==> config.mk <==
export PLATFORM = sky130hd
export DESIGN_NAME = brc_iter
export DESIGN_NICKNAME = d
export VERILOG_FILES = /design/src/rtl/brc_pkg.sv /design/src/rtl/brc_chunk_cmp.sv /design/src/rtl/brc_iter.sv
export SDC_FILE = /design/constraint.sdc
export NUM_CORES = 1
export LEC_CHECK = 0
export CORE_MARGIN = 2
export CORE_UTILIZATION = 44
export DETAILED_ROUTE_END_ITERATION = 10
export GPL_TIMING_DRIVEN = 0
export MAX_ROUTING_LAYER = met4
export PLACE_DENSITY_LB_ADDON = 0.25
export SLEW_MARGIN = 20
export SYNTH_ARGS = -nofsm -noshare
export SYNTH_HDL_FRONTEND = slang
export SYNTH_SLANG_ARGS = --single-unit
==> constraint.sdc <==
create_clock -name i_clk -period 3.21 [get_ports i_clk]
set_clock_uncertainty 0.2 [all_clocks]
set_input_delay 0.321 -clock i_clk [delete_from_list [all_inputs] [get_ports i_clk]]
set_output_delay 0.321 -clock i_clk [all_outputs]
set_load 0.03 [all_outputs]
==> src/rtl/brc_pkg.sv <==
// rtl/brc_pkg.sv - shared types, funct3 codes and branch decode for brc_iter
package brc_pkg;

  typedef enum logic [1:0] {
    IDLE = 2'd0,
    BUSY = 2'd1,
    DONE = 2'd2
  } brc_state_e;

  localparam logic [2:0] F3_BEQ  = 3'b000;
  localparam logic [2:0] F3_BNE  = 3'b001;
  localparam logic [2:0] F3_BLT  = 3'b100;
  localparam logic [2:0] F3_BGE  = 3'b101;
  localparam logic [2:0] F3_BLTU = 3'b110;
  localparam logic [2:0] F3_BGEU = 3'b111;

  // Codes 010/011 are not branches and never report taken.
  function automatic logic br_decode(input logic [2:0] f3, input logic less,
                                     input logic equal);
    logic taken;
    taken = 1'b0;
    case (f3)
      F3_BEQ:           taken = equal;
      F3_BNE:           taken = ~equal;
      F3_BLT, F3_BLTU:  taken = less;
      F3_BGE, F3_BGEU:  taken = ~less;
      default:          taken = 1'b0;
    endcase
    return taken;
  endfunction

endpackage

==> src/rtl/brc_chunk_cmp.sv <==
// rtl/brc_chunk_cmp.sv - combinational unsigned compare of one CHUNK-bit slice
module brc_chunk_cmp #(
  parameter int CHUNK = 8
) (
  input  logic [CHUNK-1:0] a,
  input  logic [CHUNK-1:0] b,
  output logic             lt,
  output logic             eq
);

  assign lt = (a < b);
  assign eq = (a == b);

endmodule

==> src/rtl/brc_iter.sv <==
// rtl/brc_iter.sv - iterative MSB-first branch comparator; BRC_EARLY_EXIT_EN ends BUSY at the first differing chunk
module brc_iter
  import brc_pkg::*;
#(
  parameter int WIDTH = 32,
  parameter int CHUNK = 8
) (
  input  logic             i_clk,
  input  logic             i_rst,
  input  logic             i_valid,
  output logic             o_ready,
  input  logic [WIDTH-1:0] i_rs1_data,
  input  logic [WIDTH-1:0] i_rs2_data,
  input  logic             i_br_un,
  input  logic [2:0]       i_funct3,
  output logic             o_valid,
  input  logic             i_ready,
  output logic             o_br_less,
  output logic             o_br_equal,
  output logic             o_br_taken
);

  localparam int NCHUNK = WIDTH / CHUNK;
  localparam int IDXW   = (NCHUNK > 1) ? $clog2(NCHUNK) : 1;

  brc_state_e                   state, state_n;
  logic [NCHUNK-1:0][CHUNK-1:0] a_q, b_q;
  logic [2:0]                   f3_q;
  logic [IDXW-1:0]              idx;
  logic                         decided, lt_q;

  logic [WIDTH-1:0] sign_flip;
  logic [CHUNK-1:0] a_chunk, b_chunk;
  logic             c_lt, c_eq;
  logic             accept, done;

  // Flipping both sign bits maps two's complement order onto unsigned order.
  assign sign_flip = i_br_un ? '0 : (WIDTH'(1) << (WIDTH - 1));

  assign a_chunk = a_q[idx];
  assign b_chunk = b_q[idx];

  brc_chunk_cmp #(.CHUNK(CHUNK)) u_cmp (
    .a  (a_chunk),
    .b  (b_chunk),
    .lt (c_lt),
    .eq (c_eq)
  );

  assign o_ready = (state == IDLE) && !i_rst;
  assign accept  = i_valid && o_ready;
  assign done    = (state == DONE);

  always_comb begin
    state_n = state;
    case (state)
      IDLE: if (i_valid) state_n = BUSY;
      BUSY: begin
        if (idx == '0) state_n = DONE;
`ifdef BRC_EARLY_EXIT_EN
        else if (!decided && !c_eq) state_n = DONE;
`endif
      end
      DONE: if (i_ready) state_n = IDLE;
      default: state_n = IDLE;
    endcase
  end

  always_ff @(posedge i_clk) begin
    if (i_rst) begin
      state   <= IDLE;
      a_q     <= '0;
      b_q     <= '0;
      f3_q    <= '0;
      idx     <= '0;
      decided <= 1'b0;
      lt_q    <= 1'b0;
    end else begin
      state <= state_n;
      if (accept) begin
        a_q     <= i_rs1_data ^ sign_flip;
        b_q     <= i_rs2_data ^ sign_flip;
        f3_q    <= i_funct3;
        idx     <= IDXW'(NCHUNK - 1);
        decided <= 1'b0;
        lt_q    <= 1'b0;
      end else if (state == BUSY) begin
        // The most significant differing chunk alone fixes the ordering.
        if (!decided && !c_eq) begin
          decided <= 1'b1;
          lt_q    <= c_lt;
        end
        if (idx != '0) idx <= idx - 1'b1;
      end
    end
  end

  assign o_valid    = done;
  assign o_br_less  = done & lt_q;
  assign o_br_equal = done & ~decided;
  assign o_br_taken = done & br_decode(f3_q, lt_q, ~decided);

endmodule

==> impl_metrics.yaml <==
sta:
  maxSlewViolCount: 0
  hold_violations: 0
  fin_setup_tns_ns: 0
  rsz0062_at_grt: "no"
  fmax_mhz: 333
  finalCritPeriodShare: 0.935
  worstMarginPinSlew_ns: 0.517
  period_needed_ns: 3.00
  setup_viol: 0
  worst_slack_ns: 0.209
  slew_headroom: 0.655
synthesis:
  ys.flop_type: "dfxtp_1"
  synth.area.top_cells: "dfxtp_1, nand2_1, nand3b_1"
  synth.distinct_cells: 29
  ys_seq_elements: 73
  yosys_warnings: 0
  async_flop_share: 0
  netlist_area_um2: 3360
  synth_top_area_cell: "dfxtp_1"
  yosys.area.top_type_share: 0.435
  synth-edff-count: 0
  yosysSeqAreaShare: 0.435
  synth.avg_cell_area_um2: 8.92
  synthCells: 376
  syn_nets: 457
power:
  power_frac_clock: 0.318
  switching_share: 0.268
  comb_power_share: 0.219
  p_per_area_nw_per_um2: 509
  vdd_ir_drop_max_mv: 0.324
  internal_power_mw: 1.65
  power_switching_mw: 0.605
  leakagePower_nw: 1.92
  power_frac_seq: 0.462
finish:
  fillers: 636
  nNetsFinal: 544
  antenna_cells: 0
  utilization: 0.605
  multi_input_area_um2: 1710
  drive_gt1_frac: 0.0964
  seq_area_um2: 1460
  area_growth_syn_to_layout_pct: 32.2
detailed_routing:
  wl_per_cell_um: 14.5
  vias_per_cell: 4.98
  drt_iter0_drc: 169
  drt-pass1-iter-count: 4
  drc: 0
  drtAntennaViolNets: 0
  wl_um: 8230
  num_vias: 2817
clocking:
  htreeDepth: 3
  cts.sinks: 73
  cts_hold_buf: 0
  cts_resized: 0
  cts_buffers: 9
  clk_latency_ns: 0.34
  clockBufferDepth: 2
  path_clk_slew_ns: 0.07
  cts_tree: "done"
  post_cts_buffers: 0
  cts_root_buffer: "clkbuf_8"
worst_hold_path:
  hold_class: "register to register"
floorplanning:
  io_pins: 77
  dieArea_um2: 8340
  dieWidth_um: 91.3
  core_um2: 7330
  rows: 31
  die_h_um: 91.3
  start_util: 0.458
worst_setup_path:
  cp_top_family: "buffers and inverters"
  critPathKind: "register to register"
  cpMaxStageDelayCell: "mux4_2"
  arrival_ns: 3.07
  start_kind: "register"
  critPathMaxStageDelay_ns: 0.55
  endpoint_kind: "register"
  worstPathCellList: "buf_2 -> buf_4 -> mux4_2 -> ha_1 -> nor2b_1 -> o211ai_1 -> a21oi_1 -> or3_1 -> a211oi_2"
  path_buf_inv: 2
  cp_data_required_time_ns: 3.28
  critPathMaxFanout: 10
placed_design:
  place_ws_ns: 0.220
  place_hpwl_um: 6070
  portBuffers: 76
  gp_congestion: 0.826
global_route:
  grt-busiest-layer: "met2"
  antenna_found_initial: 0
  grt_pass1_wl_um: 13600
  grt_pass1_vias: 2835
  grtUsageTotal: 0.216
  grt-ovfl-total: 0
  use_met1: 0.274
  met2_usage: 0.347
  gr-usage-met3: 0.0481
  grt_start_max_net_pins: 12
run_status:
  status: "complete, no violations"
run:
  drv_cap: 0
## synth_stat cells, types with 2 or more instances
master / count
a211oi_1: 2
a21oi_1: 7
and2_1: 2
buf_2: 7
buf_4: 4
clkbuf_1: 15
dfxtp_1: 73
ha_1: 9
inv_1: 13
mux4_2: 16
nand2_1: 134
nand3b_1: 67
nand4_1: 2
nor2_1: 5
nor2b_1: 2
o21ai_0: 4
xor2_1: 2
## worst register-to-register path, stage by stage (launching register included)
cell and delay, ns:
dfxtp_1 0.31, buf_2 0.32, buf_4 0.31, mux4_2 0.55, ha_1 0.32, nor2b_1 0.13
o211ai_1 0.16, a21oi_1 0.08, or3_1 0.37, a211oi_2 0.17
## per-layer routing
metal	up-vias	share of wire
met4	0	0.016
met2	71	0.50
met3	11	0.055
met1	1303	0.43
met5	-	0
li1	1432	-
## sequential cells by signal, indices dropped and copies added, names as in the netlist
| name | count |
|---|---|
| a_q | 32 |
| b_q | 32 |
| decided | 1 |
| f3_q | 3 |
| idx | 2 |
| lt_q | 1 |
| state | 2 |
## worst paths after layout
path | start | endpoint | slack (ns) | cells past startpoint
setup / recovery | idx[0]$_SDFFE_PP0P_ | lt_q$_SDFFE_PP0P_ | 0.21 | 9
hold / removal | a_q[17]$_SDFFE_PP0P_ | a_q[17]$_SDFFE_PP0P_ | 0.27 | 2
setup reg to reg | idx[0]$_SDFFE_PP0P_ | lt_q$_SDFFE_PP0P_ | 0.21 | 9
hold reg to reg | a_q[17]$_SDFFE_PP0P_ | a_q[17]$_SDFFE_PP0P_ | 0.27 | 2
## layout by cell type, fill, tap and decap left out, drive strengths merged, types with 2 or more instances in the layout
cell type / netlist / layout
o21ai: 5 / 5
clkinv: 0 / 2
nor2b: 2 / 2
mux4: 16 / 16
a211oi: 3 / 3
dfxtp: 73 / 73
buf: 12 / 12
xor2: 2 / 2
nand2: 134 / 134
a21oi: 7 / 7
nand4: 2 / 2
nand3b: 67 / 67
clkbuf: 15 / 27
ha: 9 / 9
and2: 2 / 2
nor2: 5 / 5
inv: 13 / 13
clkdlybuf4s50: 0 / 76
## final cells by class
| cell class | instances | area share |
|---|---|---|
| repair buffers | 76 | 0.172 |
| clock inverters | 3 | 0.00903 |
| clock buffers | 12 | 0.0350 |
| well taps | 99 | 0.0279 |
| plain buffers | 27 | 0.0299 |
| flip-flops and latches | 73 | 0.329 |
| inverters | 13 | 0.0110 |
| multi-input cells | 263 | 0.386 |
## logic make-up after synthesis
logic type                 Yosys count  share of synthesized area
adders and majority gates            9                     0.0336
AOI/OAI and AO/OA                   19                     0.0362
DFF                                 73                      0.435
muxes                               16                      0.107
buffers and inverters               40                     0.0541
xor gates and xnor gates             3                    0.00783
and+or+nand+nor                    216                      0.326
## per-stage QoR
step	total power [mW]	instances	instance area, um^2	hold WS (ns)
finish	2.26	566	4440	0.270
global route	2.36	566	4440	0.290
CTS	2.26	566	4440	0.275
detailed placement	1.56	551	4240	0.261
global placement	1.54	551	4240	0.258
floorplan	1.36	376	3360	0.220
## power groups by stage
stage	sequential [mW]	combinational, mW	clock, mW
after floorplan	1.05	0.318	0
after global placement	1.06	0.486	0
after detailed placement	1.06	0.494	0
after CTS	1.04	0.499	0.723
after global routing	1.05	0.549	0.762
final	1.04	0.495	0.718
Note: power is estimated with default switching activity, not from simulation.
